**config.mk**
```make
export PLATFORM = sky130hd
export DESIGN_NAME = row_fetch_arbiter
export DESIGN_NICKNAME = d
export VERILOG_FILES = /design/src/rtl/row_fetch_arbiter.sv
export SDC_FILE = /design/constraint.sdc
export NUM_CORES = 2
export LEC_CHECK = 0
export CAP_MARGIN = 40
export CORE_ASPECT_RATIO = 0.8
export CORE_MARGIN = 2
export CORE_UTILIZATION = 57
export CTS_BUF_LIST = sky130_fd_sc_hd__clkbuf_8
export CTS_CLUSTER_DIAMETER = 80
export DETAILED_ROUTE_END_ITERATION = 12
export PLACE_DENSITY = 0.82
export SYNTH_ARGS = -nofsm -noshare
export SYNTH_HDL_FRONTEND = slang
export SYNTH_SLANG_ARGS = --single-unit
```
**constraint.sdc**
```tcl
create_clock -name clk -period 3.8 [get_ports clk]
set_input_delay 0.76 -clock clk [delete_from_list [all_inputs] [get_ports clk]]
set_output_delay 0.76 -clock clk [all_outputs]
set_load 0.01 [all_outputs]
```
**src/rtl/row_fetch_arbiter.sv**
```systemverilog
// rtl/row_fetch_arbiter.sv - fetches one display row from a shared pixel RAM into a shadow buffer while arbitrating host writes
module row_fetch_arbiter #(
  parameter int  COLOR_COUNT     = 3,
  parameter int  COLOR_BITS      = 4,
  parameter int  COL_ADDR_BITS   = 6,
  parameter int  ROW_ADDR_BITS   = 4,
  localparam int PIX_W           = COLOR_COUNT * COLOR_BITS,
  localparam int COLOR_DAT_WIDTH = (2 ** COL_ADDR_BITS) * COLOR_BITS,
  localparam int ROW_DAT_WIDTH   = COLOR_DAT_WIDTH * COLOR_COUNT,
  localparam int MEM_AW          = ROW_ADDR_BITS + COL_ADDR_BITS
) (
  input  logic                     clk,
  input  logic                     rst_n,
  input  logic [ROW_ADDR_BITS-1:0] next_row,
  input  logic                     hub_lat,
  output logic [ROW_DAT_WIDTH-1:0] row_in,
  output logic [MEM_AW-1:0]        mem_addr,
  output logic                     mem_we,
  output logic [PIX_W-1:0]         mem_wdata,
  input  logic [PIX_W-1:0]         mem_rdata,
  input  logic                     host_req,
  input  logic [MEM_AW-1:0]        host_addr,
  input  logic [PIX_W-1:0]         host_data,
  output logic                     host_gnt,
  output logic                     fetch_busy,
  output logic                     underrun
);

  typedef enum logic [1:0] {IDLE, FETCH, DRAIN} state_t;

  state_t                   state, state_nxt;
  logic [ROW_ADDR_BITS-1:0] fetch_row;
  logic                     fetch_row_valid;
  logic [COL_ADDR_BITS-1:0] col;
  logic [ROW_DAT_WIDTH-1:0] shadow;
  logic                     shadow_valid;
  logic                     rd_pend;
  logic [COL_ADDR_BITS-1:0] rd_col;
  logic                     last_fetch;
  logic                     hub_lat_q;

  logic restart;
  logic abort;
  logic host_win;
  logic fetch_issue;
  logic drain_done;
  logic lat_rise;

  always_comb begin
    state_nxt   = state;
    restart     = 1'b0;
    abort       = 1'b0;
    host_win    = 1'b0;
    fetch_issue = 1'b0;
    drain_done  = 1'b0;
    lat_rise    = hub_lat && !hub_lat_q;
    case (state)
      IDLE: begin
        host_win = host_req;
        if (!fetch_row_valid || (next_row != fetch_row)) begin
          restart   = 1'b1;
          state_nxt = FETCH;
        end
      end
      FETCH: begin
        if (next_row != fetch_row) begin
          abort     = 1'b1;
          restart   = 1'b1;
          host_win  = host_req;
        end else if (host_req && last_fetch) begin
          // host only steals a slot right after a fetch read, so fetch keeps at least half
          host_win = 1'b1;
        end else begin
          fetch_issue = 1'b1;
          if (col == {COL_ADDR_BITS{1'b1}}) state_nxt = DRAIN;
        end
      end
      DRAIN: begin
        host_win = host_req;
        if (next_row != fetch_row) begin
          abort     = 1'b1;
          restart   = 1'b1;
          state_nxt = FETCH;
        end else begin
          drain_done = 1'b1;
          state_nxt  = IDLE;
        end
      end
      default: state_nxt = IDLE;
    endcase
  end

  assign fetch_busy = (state == FETCH) || (state == DRAIN);

  always_ff @(posedge clk or negedge rst_n) begin
    if (!rst_n) begin
      state           <= IDLE;
      fetch_row       <= '0;
      fetch_row_valid <= 1'b0;
      col             <= '0;
      shadow          <= '0;
      shadow_valid    <= 1'b0;
      rd_pend         <= 1'b0;
      rd_col          <= '0;
      last_fetch      <= 1'b0;
      hub_lat_q       <= 1'b0;
      row_in          <= '0;
      mem_addr        <= '0;
      mem_we          <= 1'b0;
      mem_wdata       <= '0;
      host_gnt        <= 1'b0;
      underrun        <= 1'b0;
    end else begin
      state      <= state_nxt;
      hub_lat_q  <= hub_lat;
      host_gnt   <= host_win;
      mem_we     <= host_win;
      last_fetch <= fetch_issue;
      rd_pend    <= fetch_issue;
      rd_col     <= col;
      underrun   <= 1'b0;

      if (host_win) begin
        mem_addr  <= host_addr;
        mem_wdata <= host_data;
      end else if (fetch_issue) begin
        mem_addr <= {fetch_row, col};
        col      <= col + COL_ADDR_BITS'(1);
      end

      // an aborted fetch drops its in-flight read so no stale-row pixel lands
      if (rd_pend && !abort) begin
        for (int c = 0; c < COLOR_COUNT; c++) begin
          shadow[c*COLOR_DAT_WIDTH + int'(rd_col)*COLOR_BITS +: COLOR_BITS]
            <= mem_rdata[c*COLOR_BITS +: COLOR_BITS];
        end
      end

      if (drain_done) begin
        shadow_valid    <= 1'b1;
        fetch_row_valid <= 1'b1;
      end

      if (lat_rise) begin
        if (shadow_valid) begin
          row_in       <= shadow;
          shadow_valid <= 1'b0;
        end else begin
          underrun <= 1'b1;
        end
      end

      if (restart) begin
        fetch_row    <= next_row;
        col          <= '0;
        shadow_valid <= 1'b0;
      end
    end
  end

endmodule
```
==> metrics.txt <==
Die ar.=113800 um2; row cnt=109; WHS=327.8 ps; share of layout cells above drive strength 1=0.1511; Synthesized Nets=around 6200; Skew-Pair Late Insertion Delay=980 ps; CP Capture Type=flip-flop; initial drt markers=between 6000 and 7000; Post-synth EDFFs=0; Ys Warns=0; gp weighted congestion=1.005; # setup viols final=0; initial antenna violation count=20; port bufs=between 800 and 900; root buf cell=clkbuf_8; CP Max Fanout=25; WP data arrival=4520 ps; die height=302.1 um; leading area contributor after synthesis=dfrtp_1; pwr/cell area=between 400 and 500 nW/um2; largest net degree at the start of global routing=roughly 150; Max Cap Viol=0; Commonest cells post-synth=nand2_1 (2583), dfrtp_1 (1582), mux2_2 (417), clkbuf_1 (269), o21ai_0 (257); area grow syn2layout=25.37%; Top FF cell, synth=dfrtp_1; H-Tree Depth=4; Top Ports=836; total track usage=0.4075; Gates resized, CTS repair=0; post-detail-place hpwl=roughly 170000 um; post-synthesis async set-or-reset flop share=1.000; most frequent cell after synthesis=nand2_1; count of cell types in the netlist=86; CTS tree=yes; top post-synthesis cells by area=dfrtp_1 (63%), nand2_1 (15%), mux2_2 (7.4%); Fin. Hold Viols=0; global-route wire length before repair=between 300000 and 400000 um; Worst-Margin Slew=1040 ps; first drt pass iteration count=6; Synth Register Bits=1582; final wirelength=between 200000 and 250000 um; Layout Nets=approximately 7000; Clock Skews=37.92 ps; routed len/inst=26.54 um; Tmin final=3649 ps; floorplan die width=376.6 um; leakage=39.84 nW; Hold WC Path Type=input pin to flip-flop; slew margin rel.=0.3067; post-synth top area share=0.6252; Fmax=0.2740 GHz; routed vias/inst=6.003; worst vdd ir=0.3535 mV; Cell Count Post-Placement=8353; DR vias=roughly 53000; Synth Cell Area=approximately 63000 um2; clock buffer count from CTS=229; RSZ-0062 raised after global routing=false; number of global-route vias before repair=51770; GRT overflow=0; Layout Cells excl Fill=8779; kind of critical path=flip-flop to flip-flop; Post-Syn Instances=6158; Final ANT Viol Nets=0; Total Neg Setup Slack=0 ps; CTS sink count=around 1600; Slew Viols, Final=0; Synth Area per Inst=10.28 um2; core box area=110300 um2; sequential share of the synthesized area=0.6252; Initial Util=0.5739; Clock Pin Slew Worst Setup and Hold Paths=70 ps; # fillers=around 7700; status=completed; Final period util=0.9603; Max Root-Sink Buffers=3; # DRC=0; worst path required time=4670 ps; startpoint types=flip-flop
-- kinds of logic (layout without fill, tap and decap cells) --
logic type                 after synthesis  in the layout  share of synthesized area
and+or+nand+nor                       3084           3084                     0.1987
DFF                                   1582           1582                     0.6252
AOI/OAI and AO/OA                      580            580                    0.06175
muxes                                  482            482                    0.08448
buffers and inverters                  403           1572                    0.02549
xor gates and xnor gates                16             16                   0.002213
adders and majority gates               11             11                   0.002174
other                                    0              9                          0
-- routing by layer --
layer / track usage / share of wire
met5: 0 / 0.00021
met4: 0.2018 / 0.054
met3: 0.1357 / 0.12
met2: 0.5900 / 0.43
met1: 0.5563 / 0.39
-- metrics by stage --
stage          power (mW)  worst slack [ps]    util  area, um2
2_1_floorplan       17.44             506.7       -      63320
3_3_place_gp        18.13             285.4  0.6755      74530
3_5_place_dp        18.14             208.8  0.6764      74620
4_1_cts             31.82             298.1  0.7192      79350
5_1_grt             32.67             35.51  0.7194      79370
6_report            31.80             150.9  0.7195      79380
-- worst paths after layout --
path,cells after the start,start,slack [ps],to
worst max-delay path,8,rd_col[0],150,shadow[315]
worst min-delay path,1,hub_lat,330,hub_lat_q
worst max register to register,8,rd_col[0],150,shadow[315]
worst min register to register,2,shadow[112],450,row_in[112]
max in group asynchronous,4,rst_n,1930,shadow[707]
min in group asynchronous,2,rst_n,390,row_in[191]
-- where the power goes --
| group | internal, mW | switching (mW) |
|---|---|---|
| combinational | 0.263 | 0.628 |
| sequential | 16.9 | 0.0463 |
| clock | 7.16 | 6.79 |
-- what timing repair did --
item | in CTS | in global routing
hold buffers | 1 | 0
endpoints found under the hold margin | 102 | 0
buffers inserted | 0 | 0
-- cell usage in the layout, fill, tap and decap left out, types with 72 or more instances in the layout --
master           Yosys  final
nor2_1             179    178
o21ai_0            257    257
mux2_2             417    417
inv_1               73    157
buf_4                4    206
dfrtp_1           1582   1582
o31ai_1             72     72
clkdlybuf4s50_1      0    834
nand2_1           2583   2583
clkbuf_8             0    295
-- critical path, stage by stage (launching register included) --
cell and delay (ps):
dfrtp_1 400, buf_4 240, or3_4 450, nor3_1 160, ha_2 340, o21ai_2 140, a2111oi_4 820, nand2_1 540
o31ai_1 440
-- state kept, by name (all words and copies together) (netlist names) --
register / flops
col: 6
fetch_row: 4
fetch_row_valid: 1
host_gnt: 1
hub_lat_q: 1
last_fetch: 1
mem_addr: 10
mem_wdata: 12
rd_col: 6
row_in: 768
shadow: 768
shadow_valid: 1
state: 2
underrun: 1
-- layout make-up --
class	instances	area, um2	share of cell area
flip-flops and latches	1582	39590	0.4987
multi-input cells	4173	22250	0.2803
repair buffers	1083	10720	0.1351
clock buffers	295	4060	0.05115
well taps	1443	1805	0.02274
clock inverters	120	656.9	0.008275
inverters	74	277.8	0.003499
diodes	9	22.52	0.0002837
Note: power is estimated with default switching activity, not from simulation.
